[config.mk]
export PLATFORM = sky130hd
export DESIGN_NAME = seq_timing_gen
export DESIGN_NICKNAME = d
export VERILOG_FILES = /design/src/rtl/cpu_ctrl_pkg.sv /design/src/rtl/seq_onehot_dec.sv /design/src/rtl/seq_timing_gen.sv
export SDC_FILE = /design/constraint.sdc
export NUM_CORES = 1
export LEC_CHECK = 0
export BUFFER_PORTS_ARGS = -buffer_cell sky130_fd_sc_hd__buf_2
export CORE_AREA = 2 2 39 41
export DETAILED_ROUTE_END_ITERATION = 7
export DIE_AREA = 0 0 41 43
export SYNTH_ARGS = -nofsm -noshare
export SYNTH_HDL_FRONTEND = slang
export SYNTH_SLANG_ARGS = --single-unit
[constraint.sdc]
create_clock -name clk -period 1.9 [get_ports clk]
set_input_delay 0.285 -clock clk [delete_from_list [all_inputs] [get_ports clk]]
set_output_delay 0.285 -clock clk [all_outputs]
set_load 0.05 [all_outputs]
[src/rtl/cpu_ctrl_pkg.sv]
// Shared control-unit constants: RUN/HALT state encoding and the default
// sequence-counter geometry.
package cpu_ctrl_pkg;

   localparam logic [0:0] ST_RUN  = 1'b0;
   localparam logic [0:0] ST_HALT = 1'b1;

   localparam int DEF_CNT_W  = 3;
   localparam int DEF_LAST_T = 7;

endpackage

[src/rtl/seq_onehot_dec.sv]
// Binary-to-one-hot decoder. Also used by the opcode decoder.
module seq_onehot_dec #(
   parameter  int SEL_W = 3,
   localparam int OUT_W = 2**SEL_W
) (
   input  logic [SEL_W-1:0] sel_i,
   output logic [OUT_W-1:0] onehot_o
);

   for (genvar i = 0; i < OUT_W; i++) begin : g_bit
      assign onehot_o[i] = (sel_i == SEL_W'(i));
   end

endmodule

[src/rtl/seq_timing_gen.sv]
// Sequence counter and T-state generator with a RUN/HALT FSM.
// Supports HLT, single-step, clear and load.
module seq_timing_gen
   import cpu_ctrl_pkg::*;
#(
   parameter  int CNT_W  = DEF_CNT_W,
   parameter  int LAST_T = DEF_LAST_T,
   localparam int NT     = 2**CNT_W
) (
   input  logic             clk,
   input  logic             rst,
   input  logic             clr,
   input  logic             step_en,
   input  logic             load_en,
   input  logic [CNT_W-1:0] load_val,
   input  logic             halt,
   input  logic             resume,
   input  logic             single,
   output logic [CNT_W-1:0] sc_out,
   output logic [NT-1:0]    t_out,
   output logic             wrap,
   output logic             halted
);

   localparam logic [CNT_W-1:0] LAST_CNT = CNT_W'(LAST_T);

   logic [CNT_W-1:0] cnt_q, cnt_d;
   logic             wrap_q, wrap_d;
   logic [0:0]       state_q, state_d;
   logic             single_q;
   logic             inc;

   // While halted, only a rising edge of single advances the count.
   always_comb begin
      inc    = (state_q == ST_RUN) ? step_en : (single & ~single_q);
      cnt_d  = cnt_q;
      wrap_d = 1'b0;
      if (clr) begin
         cnt_d = '0;
      end else if (load_en) begin
         cnt_d = (load_val > LAST_CNT) ? LAST_CNT : load_val;
      end else if (inc) begin
         if (cnt_q == LAST_CNT) begin
            cnt_d  = '0;
            wrap_d = 1'b1;
         end else begin
            cnt_d = cnt_q + CNT_W'(1);
         end
      end
   end

   // halt wins over resume in either state.
   always_comb begin
      state_d = state_q;
      if (state_q == ST_RUN) begin
         if (halt) state_d = ST_HALT;
      end else if (resume && !halt) begin
         state_d = ST_RUN;
      end
   end

   always_ff @(posedge clk or negedge rst) begin
      if (!rst) begin
         cnt_q    <= '0;
         wrap_q   <= 1'b0;
         state_q  <= ST_RUN;
         single_q <= 1'b0;
      end else begin
         cnt_q    <= cnt_d;
         wrap_q   <= wrap_d;
         state_q  <= state_d;
         single_q <= single;
      end
   end

   assign sc_out = cnt_q;
   assign wrap   = wrap_q;
   assign halted = (state_q == ST_HALT);

   seq_onehot_dec #(.SEL_W(CNT_W)) u_dec (
      .sel_i    (cnt_q),
      .onehot_o (t_out)
   );

endmodule
Word-level counts from Yosys, hierarchy flattened
Cells that the tools add are included.
{ "word_totals": {"word_cells": 32, "register_bits": 6, "n_memories": 0, "output_inout_bits": 13, "ramBits": 0, "input_bits": 11, "latch_bits": 0, "romBits": 0} }
{ "classes": {"reduce_logical": 4, "n_mux": 13, "n_div": 0, "order_cmp": 1, "bitwise": 2, "n_mul": 0, "n_addsub": 1, "shifts": 0, "eq_ne": 7} }
{ "op_table": {"columns": ["cell", "count"], "rows": [
  ["$mux W3", 5],
  ["$eq A3 B3 Y1 const B", 4],
  ["$mux W1", 8],
  ["$eq A3 B2 Y1 const B", 2],
  ["$add A3 B1 Y3 const B", 1],
  ["$eq A3 B1 Y1 const B", 1],
  ["$gt A3 B3 Y1 const B", 1],
  ["$logic_not A3 Y1", 1],
  ["$reduce_bool A3 Y1", 1],
  ["$and A1 B1 Y1", 1],
  ["$logic_and A1 B1 Y1", 1],
  ["$logic_not A1 Y1", 1],
  ["$not A1 Y1", 1]
]} }

Depth between registers and ports, before layout
Gate-level depths: netlist of the first run.
{ "depth": {"depth_word": 6, "mapped_depth": 5, "ltp_nobuf": 5} }

Modules after synthesis
From an unflattened synthesis of the first run, not the netlist that was laid out.
{ "hier_totals": {"hier_cells": 41, "area_unflattened_um2": 420.4} }
{ "modules_own_cells": {"columns": ["mod", "n_inst", "area_per_inst_um2", "seq_area_each_um2", "cells_each"], "rows": [
  ["seq_timing_gen", 1, 355.3, 150.1, 33],
  ["seq_onehot_dec", 1, 65.1, 0.0, 8]
]} }

Worst setup path after synthesis of the first run
Ideal clock, no wire load.
{ "synth_path": {"path_type": "register to register", "start": "reg cnt_q[0] (netlist: sc_out[0])", "end": "reg cnt_q[0] (netlist: sc_out[0])", "t_required_ns": 1.766, "path_slack_ns": -0.094, "path_stages_with_launch": 6, "n_path_buf": 0, "setup_ns": 0.134, "arrival_ns": 1.861, "synth_period_minus_slack_ns": 1.994, "cell_sequence": "dfrtp_1 ha_1 ha_1 nor2_1 a211oi_1 a2111oi_2"} }
{ "synth_via": {"elab_chain_len": 5, "elab_cells_between_ends": 6, "classes_between": "1 x add/sub; 1 x eq/ne; 4 x mux"} }
{ "synth_rtl": {"columns": ["item", "line", "rtl"], "rows": [
  ["from (decl)", "seq_timing_gen.sv:27", "logic [CNT_W-1:0] cnt_q, cnt_d;"],
  ["from (signal assigned)", "seq_timing_gen.sv:69", "cnt_q <= cnt_d;"],
  ["$eq A3 B3 Y1", null, null],
  ["net t_out[7]", "seq_timing_gen.sv:20", "output logic [NT-1:0] t_out,"],
  ["$mux W3", "seq_timing_gen.sv:43", "if (cnt_q == LAST_CNT) begin"],
  ["$mux W3", "seq_timing_gen.sv:42", "end else if (inc) begin"],
  ["$mux W3", "seq_timing_gen.sv:40", "end else if (load_en) begin"],
  ["$mux W3", "seq_timing_gen.sv:38", "if (clr) begin"]
]} }
The timed path passes the listed nets, and every way through them passes these cells. The select of a mux whose other input is x is not followed.
A chain may end at the register's enable or synchronous reset.

Worst setup path in the final report of the first run
{ "layout_path": {"start": "reg cnt_q[0] (netlist: sc_out[0])", "end": "out t_out[7]"} }
{ "layout_via": {"elab_chain_len": 1} }
{ "layout_rtl": {"columns": ["item", "line", "rtl"], "rows": [
  ["$eq A3 B3 Y1", "seq_onehot_dec.sv:11", "assign onehot_o[i] = (sel_i == SEL_W'(i));"],
  ["to (decl)", "seq_timing_gen.sv:20", null]
]} }
Every way passes these cells.

==> results of run 1 <==
layout by cell type (no fill, tap or decap), types with 2 or more instances in the layout:
master | synthesis | final
a21oi_1 | 2 | 2
and2_1 | 3 | 3
buf_2 | 0 | 23
clkbuf_4 | 0 | 3
dfrtp_1 | 6 | 6
ha_1 | 6 | 5
inv_1 | 5 | 5
nand2b_1 | 2 | 2
nand3b_1 | 2 | 2
nor2_1 | 2 | 2
nor2b_1 | 4 | 3
nor3_1 | 2 | 2
final cells by class:
cell class	instances	area, um^2
flip-flops and latches	6	150
clock buffers	3	22.5
fillers	138	777
repair buffers	24	125
multi-input cells	33	270
inverters	5	18.8
well taps	16	20.0
cell families after synthesis:
kind of cell,share of synthesized area [%]
DFF,34.2
buffers and inverters,5.41
AOI/OAI and AO/OA,15.1
adders and majority gates,17.1
and+or+nand+nor,28.2
worst register-to-register path, stage by stage (launching register included):
cell and delay, ns:
dfrtp_1 0.43, ha_1 0.24, ha_1 0.27, a21boi_1 0.13, o41ai_1 0.29
state kept, by name (all words and copies together) (netlist names):
signal    cells
single_q      1
halted        1
sc_out        3
wrap          1
worst paths after layout:
path | from | endpoint | slack, ns | depth (start not counted)
min | single | single_q$_DFF_PN0_ | 0.18 | 1
max in group asynchronous | rst | halted$_DFF_PN0_ | 1.36 | 2
min in group asynchronous | rst | single_q$_DFF_PN0_ | 0.39 | 2
max | sc_out[0]$_DFFE_PN0P_ | t_out[7] | 0.26 | 3
max reg2reg | sc_out[0]$_DFFE_PN0P_ | sc_out[2]$_DFFE_PN0P_ | 0.43 | 4
min reg2reg | halted$_DFF_PN0_ | halted$_DFF_PN0_ | 0.56 | 1
layer usage:
metal  GRT usage, %  routed length (um)  part of all wire, %
met5              0                   0                    0
met4           8.00                   0                    0
met3           3.14                  66                  7.3
met2           17.8                 438                   49
met1           17.4                 398                   44
power by group through the flow:
stage | clock, mW | sequential, mW | combinational (mW)
CTS | 0.121 | 0.147 | 0.148
global placement | 0 | 0.149 | 0.145
finish | 0.113 | 0.147 | 0.146
floorplan | 0 | 0.171 | 0.0851
global route | 0.131 | 0.149 | 0.162
detailed placement | 0 | 0.149 | 0.146
stage by stage:
step	instances	cell area [um^2]	utilization, %	total power [mW]
finish	87	607	43.9	0.407
global route	87	607	43.9	0.442
CTS	87	607	43.9	0.416
detailed placement	83	574	41.5	0.295
global placement	83	574	41.5	0.294
floorplan	45	444	-	0.256
==> impl_metrics.json, run 1 <==
{
  "path_buf_inv": 1,
  "hold_path.class": "in2reg",
  "async_reset_ff_share_pct": 100,
  "clk_latency_ns": 0.24,
  "p_comb_share_pct": 36.0,
  "p_int_mw": 0.254,
  "cp.arrival_ns": 1.35,
  "grt_pass1_vias": 351,
  "grt_overflow": 0,
  "detail_route.iter0.violations": 1,
  "p_seq_share_pct": 36.1,
  "wl_per_cell_um": 10.4,
  "vias_per_cell": 4.62,
  "cts_sinks": 6,
  "numCtsBuffers": 3,
  "ir_worst_vdd_mv": 0.318,
  "ys_top_cells_by_count": "dfrtp_1, ha_1, inv_1, nor2b_1, and2_1",
  "finalCriticalPeriod_ns": 1.64,
  "grt_pass1_wl_mm": 1.51,
  "nNetsFinal": 90,
  "rows": 14,
  "ys_types": 21,
  "drive_above_1_share_pct": 46.5,
  "hpwlAfterDp_um": 739,
  "hold_viol_final": 0,
  "synth_flop_cell": "dfrtp_1",
  "p_clk_share_pct": 27.9,
  "holdWs_ns": 0.178,
  "required_ns": 1.62,
  "crit_chain": "ha_1, ha_2, buf_2",
  "antenna_found_initial": 0,
  "max_cap_viol_count": 0,
  "skew_ns": 0.00531,
  "dpl_worst_slack_ns": 0.421,
  "ys_top_cells_by_area": "dfrtp_1, ha_1, nor2b_1",
  "synth_area_um2": 439,
  "cp-start-kind": "flop",
  "final.setup.worst_slack_ns": 0.265,
  "grt_max_degree": 11,
  "tightest_slew_ns": 0.299,
  "cts_max_level": 1,
  "critical_path_class": "reg2out",
  "cp_slowest_cell": "dfrtp_1",
  "clk_pin_slew_worst_paths_ns": 0.05,
  "first_pass_iters": 4,
  "die_h_um": 43,
  "fmax_ghz": 0.612,
  "drv_slew": 0,
  "antenna_left": 0,
  "synth_top_area_share_pct": 34.2,
  "root_buffer": "clkbuf_4",
  "coreArea_um2": 1380,
  "status": "finished clean",
  "synth-edff-count": 0,
  "end_kind": "output port",
  "port_buffers": 23,
  "ys_ff_latch": 6,
  "swShare_pct": 37.7,
  "ios": 24,
  "cts_hold_buf": 1,
  "cts_tree": "done",
  "slew-limit-headroom_pct": 80.1,
  "start_util_pct": 31.7,
  "final.period_utilization_pct": 86.1,
  "grt_setup_unrepaired": "no",
  "cts_setup_buffers": 0,
  "post_synth.cell_area_avg_um2": 9.76,
  "setup-tns-final_ns": 0,
  "synthCells": 45,
  "grt_usage_pct": 12.9,
  "yosysWarnings": 0,
  "antenna_cells": 0,
  "cts_max_path_buffers": 2,
  "cts_resized": 0,
  "crit_fanout": 6,
  "powerDensity_nw_per_um2": 671,
  "synth_nets": 62,
  "crit_family": "flip-flops",
  "die-area_um2": 1760,
  "fp.dieW_um": 41,
  "seq_area_frac_synth_pct": 34.2,
  "drc_errors": 0,
  "vias": 402,
  "max_stage_delay_ns": 0.42,
  "setup_viol": 0,
  "leakagePower_nw": 0.327,
  "power_switching_mw": 0.153,
  "drt_wl_total_um": 903,
  "synth_largest_area_cell": "dfrtp_1",
  "gp_congestion": 0.797,
  "synthToLayoutAreaGrowth_pct": 38.2
}
No activity file was read; power rests on OpenSTA's default activity.
==> inputs of run 2 (changes only) <==
- ABC_CLOCK_PERIOD_IN_PS: unset -> 1900
- MAX_ROUTING_LAYER: unset -> met4
- PLACE_DENSITY: unset -> 0.61
==> run 2 against run 1 <==
  * Fmax is 0.89% higher
  * Count of clock-buffer cells in the layout stayed put
  * Critical path depth is 1 higher
  * Sequential cell count stayed put
  * Utilization stayed put
  * Clock power hardly changed
  * Clock skew is 0.0029 ns higher
  * Setup slack better by 0.014 ns
==> impl_metrics.json, run 2 (synthesis results as in run 1) <==
{
  "status": "finished clean",
  "numCtsBuffers": 3,
  "fp.dieW_um": 41,
  "antenna_cells": 0,
  "root_buffer": "clkbuf_4",
  "max_stage_delay_ns": 0.41,
  "grt_usage_pct": 12.5,
  "crit_family": "flip-flops",
  "rr_startpoint": "sc_out[0]$_DFFE_PN0P_",
  "final_common_cell": "buf_2",
  "coreArea_um2": 1380,
  "path_buf_inv": 2,
  "drv_slew": 0,
  "drc_errors": 0,
  "p_comb_share_pct": 35.7,
  "crit_chain": "inv_1, ha_1, nor2b_1, buf_2",
  "grt_pass1_vias": 366,
  "grt_setup_unrepaired": "no",
  "hold_viol_final": 0,
  "grt_pass1_wl_mm": 1.48,
  "slew-limit-headroom_pct": 81.1,
  "start_util_pct": 31.7,
  "grt_overflow": 0,
  "hold_path.class": "in2reg",
  "p_seq_share_pct": 36.0,
  "cp.arrival_ns": 1.34,
  "finalCriticalPeriod_ns": 1.62,
  "total_power_mw": 0.409,
  "cp-start-kind": "flop",
  "nNetsFinal": 90,
  "ir_worst_vdd_mv": 0.366,
  "port_buffers": 23,
  "whs_path_depth": 1,
  "setup-tns-final_ns": 0,
  "grt_max_degree": 11,
  "fmax_ghz": 0.617,
  "largest_register_ff_count": 3,
  "rows": 14,
  "die_h_um": 43,
  "drt_wl_total_um": 881,
  "final_core_util_pct": 43.9,
  "setup_viol": 0,
  "detail_route.iter0.violations": 5,
  "vias_per_cell": 4.54,
  "gp_congestion": 0.797,
  "required_ns": 1.62,
  "crit_fanout": 4,
  "antenna_left": 0,
  "cts_max_path_buffers": 2,
  "swShare_pct": 38.0,
  "synthToLayoutAreaGrowth_pct": 38.2,
  "cts_setup_buffers": 0,
  "n_fill_cell": 145,
  "leakagePower_nw": 0.327,
  "clk_pin_slew_worst_paths_ns": 0.05,
  "cts_tree": "done",
  "ios": 24,
  "reg2reg_to": "sc_out[2]$_DFFE_PN0P_",
  "first_pass_iters": 4,
  "cts_sinks": 6,
  "final.setup.worst_slack_ns": 0.279,
  "final.period_utilization_pct": 85.3,
  "power_switching_mw": 0.155,
  "antenna_found_initial": 0,
  "min_from": "single",
  "max_cap_viol_count": 0,
  "end_kind": "output port",
  "drive_above_1_share_pct": 46.5,
  "critical_path_class": "reg2out",
  "p_int_mw": 0.254,
  "powerDensity_nw_per_um2": 674,
  "cp_slowest_cell": "dfrtp_1",
  "hpwlAfterDp_um": 732,
  "mostFrequentLayoutCells": "buf_2, dfrtp_1, inv_1, ha_1",
  "clk_latency_ns": 0.24,
  "skew_ns": 0.00817,
  "die-area_um2": 1760,
  "cts_max_level": 1,
  "vias": 395,
  "hold_path_end": "single_q$_DFF_PN0_",
  "p_clk_share_pct": 28.4,
  "wl_per_cell_um": 10.1,
  "rrSetupSlack_ns": 0.45,
  "tightest_slew_ns": 0.284,
  "dpl_worst_slack_ns": 0.450,
  "rr_worst_depth": 4
}
run 2: cell counts in the layout (fill, tap and decap cells not counted):
Identical to the previous run, type by type.
run 2: per-layer routing:
metal	global-route usage [%]	vias up	wire length (um)
li1	-	205	-
met1	15.4	172	391
met2	19.4	18	427
met3	3.14	0	62
met4	4.00	0	0
met5	-	-	0
run 2: power groups by stage:
| stage | clock (mW) | combinational, mW | sequential [mW] |
|---|---|---|---|
| 2_1_floorplan | 0 | 0.0851 | 0.171 |
| 3_3_place_gp | 0 | 0.146 | 0.149 |
| 3_5_place_dp | 0 | 0.145 | 0.149 |
| 4_1_cts | 0.123 | 0.147 | 0.147 |
| 5_1_grt | 0.129 | 0.161 | 0.149 |
| 6_report | 0.116 | 0.146 | 0.147 |
run 2: worst register-to-register path, delay by kind of cell (launching register included):
family                     cells  cell delay (ns)
DFF                            1             0.43
adders and majority gates      2             0.51
AOI/OAI and AO/OA              2             0.41
run 2: what timing repair did:
action                    4_1_cts  5_1_grt
hold buffers                    1        0
resized for setup               0        0
hold endpoints to repair        6        0
run 2: metrics by stage:
step	hold WS (ns)	cells	area, um^2
global route	0.176	87	607
floorplan	-0.0106	45	444
CTS	0.174	87	607
finish	0.181	87	607
global placement	0.117	83	574
detailed placement	0.118	83	574
run 2: worst max-delay path by stage:
stage / startpoint / end / slack (ns) / depth (start not counted)
5_1_grt: sc_out[1]$_DFFE_PN0P_ / t_out[0] / 0.18 / 4
3_3_place_gp: sc_out[0]$_DFFE_PN0P_ / sc_out[2]$_DFFE_PN0P_ / 0.47 / 4
2_1_floorplan: sc_out[0]$_DFFE_PN0P_ / t_out[2] / 0.005 / 3
4_1_cts: sc_out[1]$_DFFE_PN0P_ / t_out[0] / 0.25 / 4
6_report: sc_out[1]$_DFFE_PN0P_ / t_out[0] / 0.28 / 4
3_5_place_dp: sc_out[0]$_DFFE_PN0P_ / sc_out[2]$_DFFE_PN0P_ / 0.45 / 4
run 2: final cells by class:
cell class                      count  area, um^2  area share [%]
Multi-Input combinational cell     33         270            44.5
Clock buffer                        3        22.5            3.71
Timing Repair Buffer               24         125            20.6
Tap cell                           16        20.0            3.30
Sequential cell                     6         150            24.7
Inverter                            5        18.8            3.09
